--- src/rtl/timer_multicanal.sv ---
// Multi-channel one-shot/periodic timer.
// Each channel: prescaled base tick, down-counter, registered pulse.
module timer_multicanal #(
  parameter int N_CH  = 4,
  parameter int CNT_W = 16,
  parameter int PRESC = 25_000_000
) (
  input  logic                  clk,
  input  logic                  reset,
  input  logic [N_CH-1:0]       start,
  input  logic [N_CH-1:0]       stop,
  input  logic [N_CH-1:0]       modo,
  input  logic [N_CH*CNT_W-1:0] periodo,
  output logic [N_CH-1:0]       termino,
  output logic [N_CH-1:0]       activo
);

  localparam int PW = (PRESC > 1) ? $clog2(PRESC) : 1;
  localparam logic [PW-1:0] PMAX = PW'(PRESC - 1);

  typedef enum logic {
    IDLE = 1'b0,
    RUN  = 1'b1
  } state_t;

  for (genvar i = 0; i < N_CH; i++) begin : g_ch
    state_t           r_state, w_state_n;
    logic [PW-1:0]    r_presc, w_presc_n;
    logic [CNT_W-1:0] r_cnt, w_cnt_n;
    logic [CNT_W-1:0] r_per, w_per_n;
    logic [CNT_W-1:0] w_per_in;
    logic             r_modo, w_modo_n;
    logic             r_term, w_term_n;
    logic             w_tick, w_expire;
    logic             w_act, w_term;

    assign w_per_in = periodo[i*CNT_W +: CNT_W];
    assign w_tick   = (r_state == RUN) && (r_presc == PMAX);
    assign w_expire = w_tick && (r_cnt == CNT_W'(1));

    // State and datapath registers; reset clears everything.
    always_ff @(posedge clk) begin
      if (reset) begin
        r_state <= IDLE;
        r_presc <= '0;
        r_cnt   <= '0;
        r_per   <= '0;
        r_modo  <= 1'b0;
        r_term  <= 1'b0;
      end else begin
        r_state <= w_state_n;
        r_presc <= w_presc_n;
        r_cnt   <= w_cnt_n;
        r_per   <= w_per_n;
        r_modo  <= w_modo_n;
        r_term  <= w_term_n;
      end
    end

    // Next state: start beats stop, stop beats expiry.
    always_comb begin
      w_state_n = r_state;
      w_presc_n = r_presc;
      w_cnt_n   = r_cnt;
      w_per_n   = r_per;
      w_modo_n  = r_modo;
      w_term_n  = 1'b0;
      if (start[i]) begin
        if (w_per_in != '0) begin
          w_state_n = RUN;
          w_presc_n = '0;
          w_cnt_n   = w_per_in;
          w_per_n   = w_per_in;
          w_modo_n  = modo[i];
        end else begin
          w_state_n = IDLE;
        end
      end else if (stop[i]) begin
        w_state_n = IDLE;
      end else if (r_state == RUN) begin
        if (w_tick) w_presc_n = '0;
        else        w_presc_n = r_presc + 1'b1;
        if (w_expire) begin
          w_term_n = 1'b1;
          if (r_modo) w_cnt_n   = r_per;
          else        w_state_n = IDLE;
        end else if (w_tick) begin
          w_cnt_n = r_cnt - 1'b1;
        end
      end
    end

    // Outputs straight from registers.
    always_comb begin
      w_act  = (r_state == RUN);
      w_term = r_term;
    end

    assign activo[i]  = w_act;
    assign termino[i] = w_term;
  end

endmodule

--- config.mk ---
export PLATFORM = sky130hd
export DESIGN_NAME = timer_multicanal
export DESIGN_NICKNAME = d
export VERILOG_FILES = /design/src/rtl/timer_multicanal.sv
export SDC_FILE = /design/constraint.sdc
export NUM_CORES = 1
export LEC_CHECK = 0
export BUFFER_PORTS_ARGS = -buffer_cell sky130_fd_sc_hd__buf_2
export CAP_MARGIN = 10
export CORE_MARGIN = 2
export CORE_UTILIZATION = 45
export CTS_CLUSTER_DIAMETER = 120
export DETAILED_ROUTE_END_ITERATION = 8
export PLACE_DENSITY_LB_ADDON = 0.3
export RECOVER_POWER = 100
export SLEW_MARGIN = 10
export SYNTH_ARGS = -nofsm -noshare
export SYNTH_HDL_FRONTEND = slang
export SYNTH_SLANG_ARGS = --single-unit
--- constraint.sdc ---
create_clock -name clk -period 2.9 [get_ports clk]
set_input_delay 0.58 -clock clk [delete_from_list [all_inputs] [get_ports clk]]
set_output_delay 0.58 -clock clk [all_outputs]
set_load 0.05 [all_outputs]
# [Word-level counts from Yosys, hierarchy flattened]
# Cells that the tools add are included.
[totals] ff_bits=240 latch_bits=0 ramBits=0 mem_bits_ro=0 input_bits=78 output_inout_bits=8 elab_cells=168 n_memories=0
[op_classes] addsub=8 multipliers=0 div=0 order_cmp=0 n_eq_ne=20 n_shift=0 muxes=76 bitwise_logic=4 n_reduce_logical=36
[op_table] cell="two-way mux 25 bit" count=20
[op_table] cell="two-way mux 16 bit" count=28
[op_table] cell="adder 25 x 1 -> 25 bit (second input constant)" count=4
[op_table] cell="equality test 25 bit (second input constant)" count=4
[op_table] cell="equality test 16 x 1 -> 1 bit (second input constant)" count=4
[op_table] cell="nonzero test 16 bit" count=4
[op_table] cell="subtractor 16 x 1 -> 16 bit (second input constant)" count=4
[op_table] cell="two-way mux 1 bit" count=28
[op_table] cell="AND reduction 5 bit" count=4
[op_table] cell="OR reduction 4 bit" count=4
[op_table] cell="inequality test 3 bit (second input constant)" count=4
[op_table] cell="AND reduction 3 bit" count=4
[op_table] cell="nonzero test 3 bit" count=4
[op_table] cell="logical AND 1 bit" count=8
[op_table] cell="inequality test 2 x 1 -> 1 bit (second input constant)" count=4
[op_table] cell="inequality test 2 bit (second input constant)" count=4
[op_table] cell="AND reduction 2 bit" count=4
[op_table] cell="nonzero test 2 bit" count=4
[op_table] cell="NOT 1 bit" count=4

# [Logic depth before layout (Yosys ltp)]
[logic_depth] ltp_word=7 ltp_mapped=10 depth_no_buf=8

# [Worst setup path after synthesis]
# Ideal clock, no wire load.
[synth_path] path_kind="input -> register" from="input periodo[9]" to="register g_ch[0].r_cnt[8]" setup_time_ns=0.074 arrival_time_ns=2.350 required_ns=2.826 slack_ns=0.475 path_stages=8 path_buffers=3 path_cell_list="or4_1 -> o41a_1 -> buf_2 -> nor2_4 -> a21oi_1 -> buf_2 -> buf_6 -> a31oi_1"
[synth_between] elab_chain_len=3
[synth_rtl] element="start, declared" line_no="13" rtl="input logic [N_CH*CNT_W-1:0] periodo,"
[synth_rtl] element="nonzero test 16 bit" line_no="69" rtl="if (w_per_in != '0) begin"
[synth_rtl] element="inequality test 2 x 1 -> 1 bit (no line)"
[synth_rtl] element="AND reduction 5 bit (no line)"
[synth_rtl] element="end signal, assigned" line_no="53" rtl="r_cnt <= w_cnt_n;"
[synth_rtl] element="end, declared" line_no="29" rtl="logic [CNT_W-1:0] r_cnt, w_cnt_n;"
# No other way between the ends.
# A chain may end at the register's enable or synchronous reset.

# [Worst setup path after layout]
[layout_path] from="register g_ch[0].r_presc[20]" to="register g_ch[0].r_cnt[15]"
[layout_between] elab_chain_len=7 elab_cells_between_ends=10 cone_classes="eq/ne (2); mux (4); reduce/logical (4)"
[layout_rtl] element="start, declared" line_no="28" rtl="logic [PW-1:0] r_presc, w_presc_n;"
[layout_rtl] element="start signal, assigned" line_no="52" rtl="r_presc <= w_presc_n;"
[layout_rtl] element="equality test 25 bit *" line_no="38" rtl="assign w_tick = (r_state == RUN) && (r_presc == PMAX);"
[layout_rtl] element="logical AND 1 bit *" line_no="38"
[layout_rtl] element="logical AND 1 bit" line_no="39" rtl="assign w_expire = w_tick && (r_cnt == CNT_W'(1));"
[layout_rtl] element="two-way mux 16 bit" line_no="83" rtl="if (w_expire) begin"
[layout_rtl] element="two-way mux 16 bit" line_no="80" rtl="end else if (r_state == RUN) begin"
[layout_rtl] element="two-way mux 16 bit" line_no="78" rtl="end else if (stop[i]) begin"
[layout_rtl] element="two-way mux 16 bit" line_no="68" rtl="if (start[i]) begin"
# Mark *: on every way between the ends. The rest lies on a longest branch, timed or not. The select of a mux whose other input is x is not followed.

==> results.md <==
Setup path:
- Data on the critical path is required at its endpoint by 3360 ps.
- The critical path in this run is classified as flip-flop to flip-flop.
- For the worst setup path, the data arrival time is 3080 ps.
- The startpoint of the lowest-slack register-to-register path is g_ch[0].r_presc[20]$_SDFFE_PP0P_.
- The worst setup path is launched from a flip-flop.
- The path depth of the worst reg2reg path is 6.
- The critical path endpoint category is a flip-flop.
- The destination of the worst register-to-register timing path is g_ch[0].r_cnt[15]$_SDFFE_PP0P_.
- In this run the register-to-register setup slack is 290 ps.
- The peak fanout along the critical path is 6.

Clock tree:
- Clock-pin slew was measured on the worst setup and hold paths at 60 ps.
- At the later pin of the worst-skew pair, clock insertion delay measures 540 ps.
- The CTS tree is built.
- The clock net in this run drives a total of 240 sinks.
- In this run the deepest clock path goes through 3 buffers.
- The cell sitting at the root of the clock tree is a sky130_fd_sc_hd__clkbuf_16.
- The H-tree level count is 1.
- The number of hold-repair buffers added at the cts stage is 0.
- In this run the post-CTS setup repair buffer count came out at 0.
- The count of instances resized after the clock tree is built is 0.
- The number of clock buffers added by TritonCTS is 27.

Die:
- The die is 169.8 um wide.
- The region available for standard cell placement spans 26950 um^2.
- The floorplan step defined a die boundary enclosing 28830 um^2.
- The initial utilization of the core area, before any placement, comes to 0.4590.
- The initialized floorplan defines 60 standard-cell rows.
- The I/O pin count is 86.
- The height of the die is 169.8 um.

Synthesis:
- The share of synthesized cell area in and, or, nand and nor gates is 0.2793.
- The cell taking the most area after synthesis is sky130_fd_sc_hd__dfxtp_1.
- The synthesized-area fraction occupied by ao, oa, aoi and oai cells is 0.1703.
- Of the total synthesized cell area, the portion taken by full adders, half adders and majority gates is 0.01214.
- Averaged over all synthesized cells, the footprint is 8.143 um^2.
- Yosys mapped a number of flops with a built-in enable equal to 0.
- Measured against the total synthesized area, the mux share comes to 0.01861.
- The parity-gate share of the synthesized area counting xor and xnor cells is 0.08993.
- The sequential-to-total area share from yosys stat is 0.3884.
- The share of the synthesized area in the top cell type is 0.3884.
- The dominant combinational cell family by area after synthesis is simple AND/OR/NAND/NOR gates.
- The Yosys step of the flow raised 0 warnings.
- The synthesized flop and latch total is 240.
- The fraction of registers with async set or reset after synthesis is 0.
- The distinct cell type count of the synthesized netlist is 85.
- The synthesized net count is 1609.
- Ranked by total cell area, the synthesized netlist is headed by sky130_fd_sc_hd__dfxtp_1 (39%), sky130_fd_sc_hd__nand2_1 (5.6%), sky130_fd_sc_hd__nor2_1 (5.0%), sky130_fd_sc_hd__xor2_1 (4.7%), sky130_fd_sc_hd__xnor2_1 (4.3%).
- The post-synthesis cell count is 1519.
- Among all flip-flop cells after synthesis, the most frequent one is sky130_fd_sc_hd__dfxtp_1.
- The post-synth design cell area is 12370 um^2.

Cells and area:
- The layout has 2609 filler cells.
- The share of layout cells above drive strength 1 is 0.1082.
- In the layout the commonest cells are sky130_fd_sc_hd__dfxtp_1 (240), sky130_fd_sc_hd__nand2_1 (185), sky130_fd_sc_hd__nor2_1 (166).
- The area occupied by multi-input gates is 7024 um^2.
- The number of nets in the layout is 1672.
- The post-synthesis to final-layout area growth is 12.93%.
- The leading cell type in the layout, fill and taps excluded is sky130_fd_sc_hd__dfxtp_1.
- The number of antenna diodes in the final layout is 0.
- The area of all sequential standard cells is 4805 um^2.

Power:
- The worst IR drop on VDD is 490.7 uV.
- The fraction of power consumed by sequential logic is 0.440.
- Of the total power, the share spent switching nets is 0.2573.
- The total power per unit cell area is 579.2 nW/um^2.
- In this run the power spent charging and discharging nets is 2.082 mW.
- The internal power of the cells totals 6.008 mW.
- The combinational power share is 0.123.
- In this run the static leakage power is 5.220 nW.
- The share of total power dissipated in the clock network is 0.437.

Routing:
- In the final routed layout, each cell accounts on average for 16.03 um.
- In the routed layout, each cell is associated on average with a via count of 5.705.
- The post-detailed-routing wire length is 31110 um.
- The count of unresolved DRC violations after routing is 0.
- Before antenna repair, the detailed router went through 5 iterations.
- Once detail routing completed, the nets flagged for antenna violations numbered 0.
- The initial DRC count is 878.
- The routed layout has 11070 vias.

Placed design:
- The count of input and output buffers is 85.
- OpenSTA, run right after detailed placement, puts the worst setup slack at 177.2 ps.
- The global placer's final weighted congestion is 0.8694.
- The wire-length estimate of the detail-placed layout is 21290 um.

Flow run:
- Max-cap violations in this run came to 0.

STA:
- Setup repair after global routing left no endpoint under its margin.
- The peak clock frequency supported by timing is 382.6 MHz.
- The routed design could run at a clock period as short as 2613 ps.
- The number of pins exceeding their max-slew limit in the final report is 0.
- Setup violations remaining at the end of the flow were counted as 0.
- The worst path meets setup with 286.6 ps of slack.
- The final-report hold violation count came to 0.
- The normalized max-slew margin is 0.2104.
- The transition time of the tightest slew-check pin is 1177 ps.
- Setup total negative slack on the finished layout was measured at 0 ps.
- The setup clock skew after layout is 9.059 ps.
- In the finished design, the share of the clock period the worst path needs comes to 0.9012.

GRT:
- After global routing the overflow that remains totals 0.
- The number of antenna violations at the first check in global routing is 0.
- The first-pass GRT wire length is 52030 um.
- The via count of the first global-routing pass is 10380.
- Across every metal layer, demand over resource in global routing totals 0.2141.
- The pin count of the biggest net entering global routing is 57.

Hold path:
- For hold timing, the worst endpoint is g_ch[2].r_modo$_SDFFE_PP0P_.
- The classification of the worst-slack hold path is input pin to flip-flop.
- The number of cells traversed by the worst hold path is 3.
- The startpoint identified for the worst hold timing path is modo[2].

Outcome:
- The flow ran to the end, and the final reports show no timing, DRC or antenna violations.
==> synth_stat cells (all sizes together) (14+ instances only) <==
cell type / instances
nor4: 37
and2: 16
xnor2: 61
xor2: 66
nor3: 40
nand2b: 16
o21ai: 66
inv: 29
nand2: 186
dfxtp: 240
and3: 27
mux2i: 23
nand3: 50
a31oi: 38
or4: 18
buf: 27
nand4: 47
o211ai: 35
and4: 17
a21oi: 95
nor2: 167
a311oi: 14
clkbuf: 64
==> state kept, by name, indices dropped and copies added, names as in the netlist <==
signal,count
g_ch.r_presc,100
g_ch.r_cnt,64
g_ch.r_per,64
g_ch.r_modo,4
g_ch.r_state,4
g_ch.r_term,4
==> power by group through the flow <==
stage | logic, mW | clock network, mW | registers, mW
floorplan | 0.739 | 0 | 3.59
global placement | 0.985 | 0 | 3.62
detailed placement | 1.00 | 0 | 3.63
CTS | 1.01 | 3.62 | 3.56
global route | 1.12 | 3.75 | 3.58
finish | 0.993 | 3.54 | 3.56
==> worst max-delay path, cell delays in order, from the launching register on <==
cell and delay [ps]:
sky130_fd_sc_hd__dfxtp_1 450, sky130_fd_sc_hd__nand4_1 230, sky130_fd_sc_hd__nor4_1 660, sky130_fd_sc_hd__and2_0 410
sky130_fd_sc_hd__a211oi_1 130, sky130_fd_sc_hd__or4_1 500, sky130_fd_sc_hd__a31oi_1 160
==> final cells by class <==
class                           instances  area share
Clock inverter                          5    0.007435
Inverter                               29    0.007793
Multi-Input combinational cell       1159      0.5029
Timing Repair Buffer                  125     0.04953
Tap cell                              341     0.03054
Clock buffer                           41     0.05786
Sequential cell                       240      0.3440
==> kinds of logic (layout without fill, tap and decap cells) <==
logic type	after synthesis	after routing
AND/OR/NAND/NOR	674	674
AO/OA/AOI/OAI	323	323
flip-flops	240	240
XOR/XNOR	127	127
buffers and inverters	120	200
multiplexers	23	23
adder cells (fa/ha/maj)	12	12
==> through the flow <==
| stage | hold WS, ps | cells | total power [mW] | utilization | cell area, um^2 |
|---|---|---|---|---|---|
| 2_1_floorplan | 431.2 | 1519 | 4.331 | - | 12370 |
| 3_3_place_gp | 438.3 | 1893 | 4.610 | 0.4877 | 13140 |
| 3_5_place_dp | 443.0 | 1893 | 4.629 | 0.4877 | 13140 |
| 4_1_cts | 256.2 | 1939 | 8.183 | 0.5215 | 14050 |
| 5_1_grt | 295.3 | 1940 | 8.448 | 0.5183 | 13970 |
| 6_report | 278.2 | 1940 | 8.090 | 0.5183 | 13970 |
==> how the worst max path moves through the flow <==
stage | start | end | slack, ps
finish | g_ch[0].r_presc[20]$_SDFFE_PP0P_ | g_ch[0].r_cnt[15]$_SDFFE_PP0P_ | 290
detailed placement | start[2] | g_ch[2].r_cnt[0]$_SDFFE_PP0P_ | 180
CTS | g_ch[2].r_presc[0]$_SDFFE_PP0P_ | g_ch[2].r_cnt[0]$_SDFFE_PP0P_ | 160
global placement | periodo[53] | g_ch[3].r_presc[19]$_SDFFE_PP0P_ | 240
floorplan | periodo[9] | g_ch[0].r_cnt[8]$_SDFFE_PP0P_ | 480
global route | g_ch[0].r_presc[20]$_SDFFE_PP0P_ | g_ch[0].r_cnt[5]$_SDFFE_PP0P_ | 60
==> per-layer routing <==
metal  track usage  vias to the layer above  part of all wire
li1              -                     5580                 -
met1        0.3015                     5227              0.50
met2        0.3539                      225              0.45
met3       0.02519                       35             0.035
met4       0.04496                        0             0.017
met5             0                        -                 0
Note: power is estimated with default switching activity, not from simulation.
